**config.mk**
```make
export PLATFORM = sky130hd
export DESIGN_NAME = noc_leaf_injector_flat
export DESIGN_NICKNAME = d
export VERILOG_FILES = /design/src/rtl/noc_leaf_injector_if.sv /design/src/rtl/noc_leaf_injector.sv /design/src/flat_wrapper.sv
export SDC_FILE = /design/constraint.sdc
export NUM_CORES = 1
export LEC_CHECK = 0
export BUFFER_PORTS_ARGS = -buffer_cell sky130_fd_sc_hd__buf_4
export CORE_AREA = 4 4 123 125
export CTS_CLUSTER_DIAMETER = 120
export DETAILED_ROUTE_END_ITERATION = 8
export DIE_AREA = 0 0 127 129
export HOLD_SLACK_MARGIN = 0.08
export PLACE_DENSITY_LB_ADDON = 0.12
export SYNTH_ARGS = -nofsm -noshare
export SYNTH_HDL_FRONTEND = slang
export SYNTH_SLANG_ARGS = --single-unit
```
**constraint.sdc**
```tcl
create_clock -name clk -period 4 [get_ports clk]
set_input_delay 0.2 -clock clk [delete_from_list [all_inputs] [get_ports clk]]
set_output_delay 0.2 -clock clk [all_outputs]
set_load 0.01 [all_outputs]
```
**src/rtl/noc_leaf_injector_if.sv**
```systemverilog
// Leaf-facing NoC link: one-hot VC target plus packet downstream, per-VC credit grants upstream.
interface noc_if #(
   parameter int A_W  = 4,
   parameter int D_W  = 32,
   parameter int VC_W = 2
);
   logic [VC_W-1:0]    vc_target;
   logic [A_W+D_W-1:0] packet;
   logic [VC_W-1:0]    vc_credit_gnt;

   modport transmitter (output vc_target, output packet, input vc_credit_gnt);
   modport receiver    (input vc_target, input packet, output vc_credit_gnt);
endinterface

```
**src/rtl/noc_leaf_injector.sv**
```systemverilog
// Client-to-leaf flit injector: 2-entry input buffer, per-VC credit counters, round-robin VC pick.
// Optional sticky credit-protocol checker enabled by defining NOC_INJECTOR_CREDIT_CHECK_EN.
module noc_leaf_injector #(
   parameter int A_W           = $clog2(8) + 1,
   parameter int D_W           = 32,
   parameter int VC_W          = 2,
   parameter int VC_FIFO_DEPTH = 4
) (
   input  logic           clk,
   input  logic           rst,
   input  logic           in_valid,
   output logic           in_ready,
   input  logic [A_W-1:0] in_addr,
   input  logic [D_W-1:0] in_data,
   noc_if.transmitter     tx,
   output logic           credit_err
);

   localparam int P_W  = A_W + D_W;
   localparam int C_W  = $clog2(VC_FIFO_DEPTH) + 1;
   localparam int RR_W = (VC_W > 1) ? $clog2(VC_W) : 1;
   localparam logic [C_W-1:0] CMAX = C_W'(VC_FIFO_DEPTH - 1);

   logic [P_W-1:0]  mem [2];
   logic            wr_ptr, rd_ptr;
   logic [1:0]      occ, occ_nxt;
   logic            rdy_q;
   logic [C_W-1:0]  cnt [VC_W];
   logic [RR_W-1:0] rr_ptr;
   logic [VC_W-1:0] vc_target_q;
   logic [P_W-1:0]  packet_q;

   logic            push, avail, send, wr_en, rd_adv, found;
   logic [RR_W-1:0] sel, idx;
   logic [P_W-1:0]  head;

   // Ready is gated by rst so it reads 0 during reset and 1 the very first cycle after.
   assign in_ready = rdy_q & ~rst;
   assign push     = in_valid & in_ready;
   // An empty buffer forwards the incoming flit straight to the output register.
   assign head     = (occ != 2'd0) ? mem[rd_ptr] : {in_addr, in_data};
   assign avail    = (occ != 2'd0) | push;
   assign send     = avail & found;
   assign wr_en    = push & ~(send & (occ == 2'd0));
   assign rd_adv   = send & (occ != 2'd0);

   always_comb begin
      found = 1'b0;
      sel   = '0;
      idx   = '0;
      for (int i = 0; i < VC_W; i++) begin
         idx = RR_W'((int'(rr_ptr) + i) % VC_W);
         if (!found && cnt[idx] != '0) begin
            found = 1'b1;
            sel   = idx;
         end
      end
   end

   always_comb begin
      occ_nxt = occ;
      case ({wr_en, rd_adv})
         2'b10:   occ_nxt = occ + 2'd1;
         2'b01:   occ_nxt = occ - 2'd1;
         default: occ_nxt = occ;
      endcase
   end

   always_ff @(posedge clk) begin
      if (wr_en) mem[wr_ptr] <= {in_addr, in_data};
   end

   always_ff @(posedge clk) begin
      if (rst) begin
         wr_ptr      <= 1'b0;
         rd_ptr      <= 1'b0;
         occ         <= 2'd0;
         rdy_q       <= 1'b1;
         rr_ptr      <= '0;
         vc_target_q <= '0;
         packet_q    <= '0;
         for (int v = 0; v < VC_W; v++) cnt[v] <= CMAX;
      end else begin
         if (wr_en)  wr_ptr <= ~wr_ptr;
         if (rd_adv) rd_ptr <= ~rd_ptr;
         occ   <= occ_nxt;
         rdy_q <= (occ_nxt != 2'd2);
         vc_target_q <= '0;
         if (send) begin
            vc_target_q <= VC_W'(1) << sel;
            packet_q    <= head;
            rr_ptr      <= RR_W'((int'(sel) + 1) % VC_W);
         end
         // A same-cycle send and grant on one VC cancel; grants saturate at full credit.
         for (int v = 0; v < VC_W; v++) begin
            if ((send && sel == RR_W'(v)) && !tx.vc_credit_gnt[v])
               cnt[v] <= cnt[v] - C_W'(1);
            else if (!(send && sel == RR_W'(v)) && tx.vc_credit_gnt[v] && cnt[v] != CMAX)
               cnt[v] <= cnt[v] + C_W'(1);
         end
      end
   end

   assign tx.vc_target = vc_target_q;
   assign tx.packet    = packet_q;

`ifdef NOC_INJECTOR_CREDIT_CHECK_EN
   logic err_set, err_q;

   always_comb begin
      err_set = send && (cnt[sel] == '0);
      for (int v = 0; v < VC_W; v++)
         if (tx.vc_credit_gnt[v] && cnt[v] == CMAX) err_set = 1'b1;
   end

   always_ff @(posedge clk) begin
      if (rst)          err_q <= 1'b0;
      else if (err_set) err_q <= 1'b1;
   end

   assign credit_err = err_q;
`else
   assign credit_err = 1'b0;
`endif

endmodule

```
**src/flat_wrapper.sv**
```systemverilog
// flat-port wrapper written by rule: the top's interface ports become plain ports
module noc_leaf_injector_flat 
#(
   parameter int A_W           = $clog2(8) + 1,
   parameter int D_W           = 32,
   parameter int VC_W          = 2,
   parameter int VC_FIFO_DEPTH = 4
)
  (clk, rst, in_valid, in_ready, in_addr, in_data, credit_err, tx_vc_target, tx_packet, tx_vc_credit_gnt);
  noc_if #(.A_W(A_W), .D_W(D_W), .VC_W(VC_W)) tx_i ();
  input  logic clk;
  input  logic rst;
  input  logic in_valid;
  output logic in_ready;
  input  logic [A_W-1:0] in_addr;
  input  logic [D_W-1:0] in_data;
  output logic credit_err;
  output wire logic [$bits(tx_i.vc_target)-1:0] tx_vc_target;
  output wire logic [$bits(tx_i.packet)-1:0] tx_packet;
  input wire logic [$bits(tx_i.vc_credit_gnt)-1:0] tx_vc_credit_gnt;
  assign tx_vc_target = tx_i.vc_target;
  assign tx_packet = tx_i.packet;
  assign tx_i.vc_credit_gnt = tx_vc_credit_gnt;
  noc_leaf_injector #(.A_W(A_W), .D_W(D_W), .VC_W(VC_W), .VC_FIFO_DEPTH(VC_FIFO_DEPTH)) u_core (.clk(clk), .rst(rst), .in_valid(in_valid), .in_ready(in_ready), .in_addr(in_addr), .in_data(in_data), .tx(tx_i), .credit_err(credit_err));
endmodule
```
==> results.md <==
Pwr:
- For this design the static power due to leakage is ~2.5 nW.
- The maximum resistive drop on vdd is 0.312 mV.
- The overall power of the completed layout is 4.98 mW.
- For this design the ratio of total power to cell area is 756 mW/mm^2.

Synth:
- The synthesized design contains 78 enable-type register cells.
- Sorting the synthesized cells by area gives the leading types as edfxtp_1 (48%), dfxtp_1 (19%), mux2_2 (8.4%).
- After synthesis, the mean cell area works out to 14.3 sq um.
- Of the total synthesized cell area, the portion taken by full adders, half adders and majority gates is 1.45%.
- The number of distinct library cell variants in the gate-level netlist after synthesis is 47.
- The synthesized netlist devotes 11.0% of its cell area to compound gates.
- The post-synth net total is 383.
- The most numerous cell in the Yosys netlist is edfxtp_1.
- After synthesis, the largest area contributor takes up 48.4% of total cell area.
- Among all flip-flop cells after synthesis, the most frequent one is edfxtp_1.
- The largest family of logic cells by synthesized area is compound AO/OA/AOI/OAI gates.
- The xor and xnor area share after synthesis is less than 1%.
- The async set-or-reset flop fraction in the synthesized netlist is 0%.
- Counting flops and latches in the post-synthesis netlist gives between 100 and 150.
- The commonest cells after synthesis are edfxtp_1 (78), dfxtp_1 (46), nor2_1 (46).
- The synthesized netlist devotes 7.92% of its cell area to simple gates.
- Yosys printed 0 warnings.
- After synthesis the cells add up to between 0.004 and 0.005 sq mm.
- The mux share of post-synthesis cell area is 8.59%.
- The gate count after technology mapping is 337.
- The largest total area in the synthesized netlist belongs to edfxtp_1.
- The share of synthesized area occupied by flip-flops and latches is 67.5%.

Worst setup path:
- The type of the worst setup path is flop to flop.
- The biggest fanout along the worst timing path is 21.
- The required time reported for the critical path endpoint is 4.29 ns.
- The worst setup path is captured at a flop.
- The kind of start point of the critical path is a flop.
- At the worst endpoint, the arrival time is 3.41 ns.

Floorplan:
- During I/O placement, the number of pins put on the boundary was 81.
- The count of standard-cell rows is 43.
- The die area is 0.0164 sq mm.
- The total area inside the core boundary comes to approximately 0.014 sq mm.
- The die is 127 microns wide.
- The initial standard-cell utilization of the core is 34.8%.
- The vertical die dimension is 129 microns.

Job:
- Max-cap violations in this run came to 0.

GRT:
- The first global-routing pass estimated 18000 microns of wire.
- The number of antenna violations at the first check in global routing came to 0.
- The overall routing resource usage is 14.2%.
- The total overflow left after global routing is 0.
- The via count of the first global-routing pass is 3486.
- The pin count of the biggest net entering global routing is 60.

Clock tree:
- Clock-pin slew was measured on the worst setup and hold paths at 0.05 ns.
- The maximum buffer depth of the clock tree is 2.
- The number of gates given a new drive strength after cts is 0.
- CTS built an H-tree with a depth of 4.
- The number of hold buffers added after CTS was 36.
- The total clock sinks is 124.
- The CTS buffer count is 17.
- The worst-skew pair later-pin latency is about 0.40 ns.
- The post-CTS setup-driven buffer insertion count is 0.
- The TritonCTS clock tree is done.
- The root buffer cell chosen for the clock tree is clkbuf_16.

Timing:
- For the final database, setup skew stands at 0.00620 ns.
- The number of endpoints with negative hold slack in the final report is 0.
- The count of final setup violators is 0.
- The highest achievable clock rate is 0.320 GHz.
- The clock period minus final worst setup slack is between 3 and 4 ns.
- The number of max-slew violations in the final report is 0.
- Setup total negative slack on the finished layout was measured at 0 ns.
- Measured against its own limit, the worst slew margin works out to 33.6%.
- Setup repair after global routing left no endpoint under its margin.
- For the pin with the worst max-slew slack, the measured transition is 0.996 ns.
- The part of the cycle the worst path needs is 78.0%.

Route:
- The number of nets with antenna violations after detailed routing is 0.
- The first-pass detailed-route iteration total is 5.
- The routed via count is 3270.
- In this run, the number of DRC markers left after iteration 0 of detailed routing was 439.
- The post-detailed-route DRC marker count is 0.
- After detailed routing, the number of vias per cell comes to slightly above 5.
- After detailed routing, the average wire length per cell comes to 17.2 microns.
- For this block, the routed nets add up to 11100 microns of wire.

Cells and area:
- Cells fill 47.4% of the core in the end.
- The area growth from synthesis to layout is 36.2%.
- Fill cells in the final layout number 1261.
- Cells with a size suffix above 1 make up 35.0% of the layout.
- For this run, the number of standard cells in the final layout without fillers is 646.
- The total number of nets in the final design is 500.
- The antenna diode count is 0.

Placement:
- In this run, placement finished with an instance count of 579.
- The placer's final routability congestion estimate is 0.717.
- Detailed placement finished with a half-perimeter wire length of 6510 microns.
- Port buffering added 79 buffers.

Status:
- The run finished with clean final reports.

Min path:
- The worst hold path belongs to the class input port to flop.
stage by stage:
stage          cell area [sq um]  setup slack (ns)  hold WS [ns]
6_report                    6590             0.878         0.220
3_5_place_dp                5630             0.735         0.400
2_1_floorplan               4840             0.643         0.299
5_1_grt                     6590             0.634         0.243
4_1_cts                     6590             0.864         0.193
3_3_place_gp                5630             0.852         0.396
sequential cells by signal, indices dropped and copies added, names as in the netlist, named ones only:
signal	flops
u_core.occ	2
u_core.rdy_q	1
u_core.rd_ptr	1
u_core.mem	72
u_core.rr_ptr	1
u_core.wr_ptr	1
u_core.tx.packet	36
u_core.tx.vc_target	2
u_core.cnt	6
worst paths after layout:
check | from | end | slack [ns] | depth (start not counted)
max | u_core.cnt[0][0]$_SDFFCE_PN1P_ | u_core.rdy_q$_SDFF_PP1_ | 0.88 | 8
min | tx_vc_credit_gnt[1] | u_core.cnt[1][0]$_DFFE_PP_ | 0.22 | 3
max reg2reg | u_core.cnt[0][0]$_SDFFCE_PN1P_ | u_core.rdy_q$_SDFF_PP1_ | 0.88 | 8
min reg2reg | u_core.tx.packet[12]$_SDFFE_PP0N_ | u_core.tx.packet[12]$_SDFFE_PP0N_ | 0.50 | 2
report_power, final:
| group | switching (mW) | internal, mW | total (mW) |
|---|---|---|---|
| logic | 0.736 | 0.761 | 1.50 |
| registers | 0.262 | 1.70 | 1.96 |
| clock network | 0.528 | 0.990 | 1.52 |
| total | 1.53 | 3.45 | 4.98 |
kinds of logic after synthesis:
group | count (synthesis)
and+or+nand+nor | 79
xor gates and xnor gates | 5
other | 1
DFF | 124
muxes | 37
adders and majority gates | 5
buffers and inverters | 27
AOI/OAI and AO/OA | 59
cells in the final DEF, fill, tap and decap left out, types with 4 or more instances in the layout:
| master | count |
|---|---|
| nor2_1 | 45 |
| nand2_1 | 7 |
| a222oi_1 | 36 |
| xnor2_1 | 4 |
| inv_1 | 5 |
| ha_1 | 4 |
| o21ai_0 | 4 |
| edfxtp_1 | 78 |
| clkbuf_16 | 17 |
| buf_4 | 83 |
| dlygate4sd3_1 | 36 |
| mux2_2 | 36 |
| nor2b_1 | 4 |
| dfxtp_1 | 45 |
cell type report:
class,instances,area (sq um),area share [%]
clock buffer,20,447,6.78
clock inverter,11,144,2.19
inverter,5,18.8,0.285
multi-input combinational,186,1480,22.5
sequential,124,3260,49.6
tap,180,225,3.42
timing repair buffer,120,1000,15.2
critical path, cell delays in order (launching register included):
cell	delay [ns]
edfxtp_1	0.48
nor3_1	0.49
o21ai_1	0.18
and4_1	0.57
nand2b_1	0.35
ha_1	0.33
or3_1	0.35
a21oi_1	0.19
nand2_1	0.06
layer usage:
layer  GRT usage, %  wire length, microns  up-vias
met1           17.7                  4990     1601
met4           4.54                   121        0
met5              0                     0        -
li1               -                     -     1565
met3           4.28                   651       11
met2           23.9                  5380       93
No activity file was read; power rests on OpenSTA's default activity.
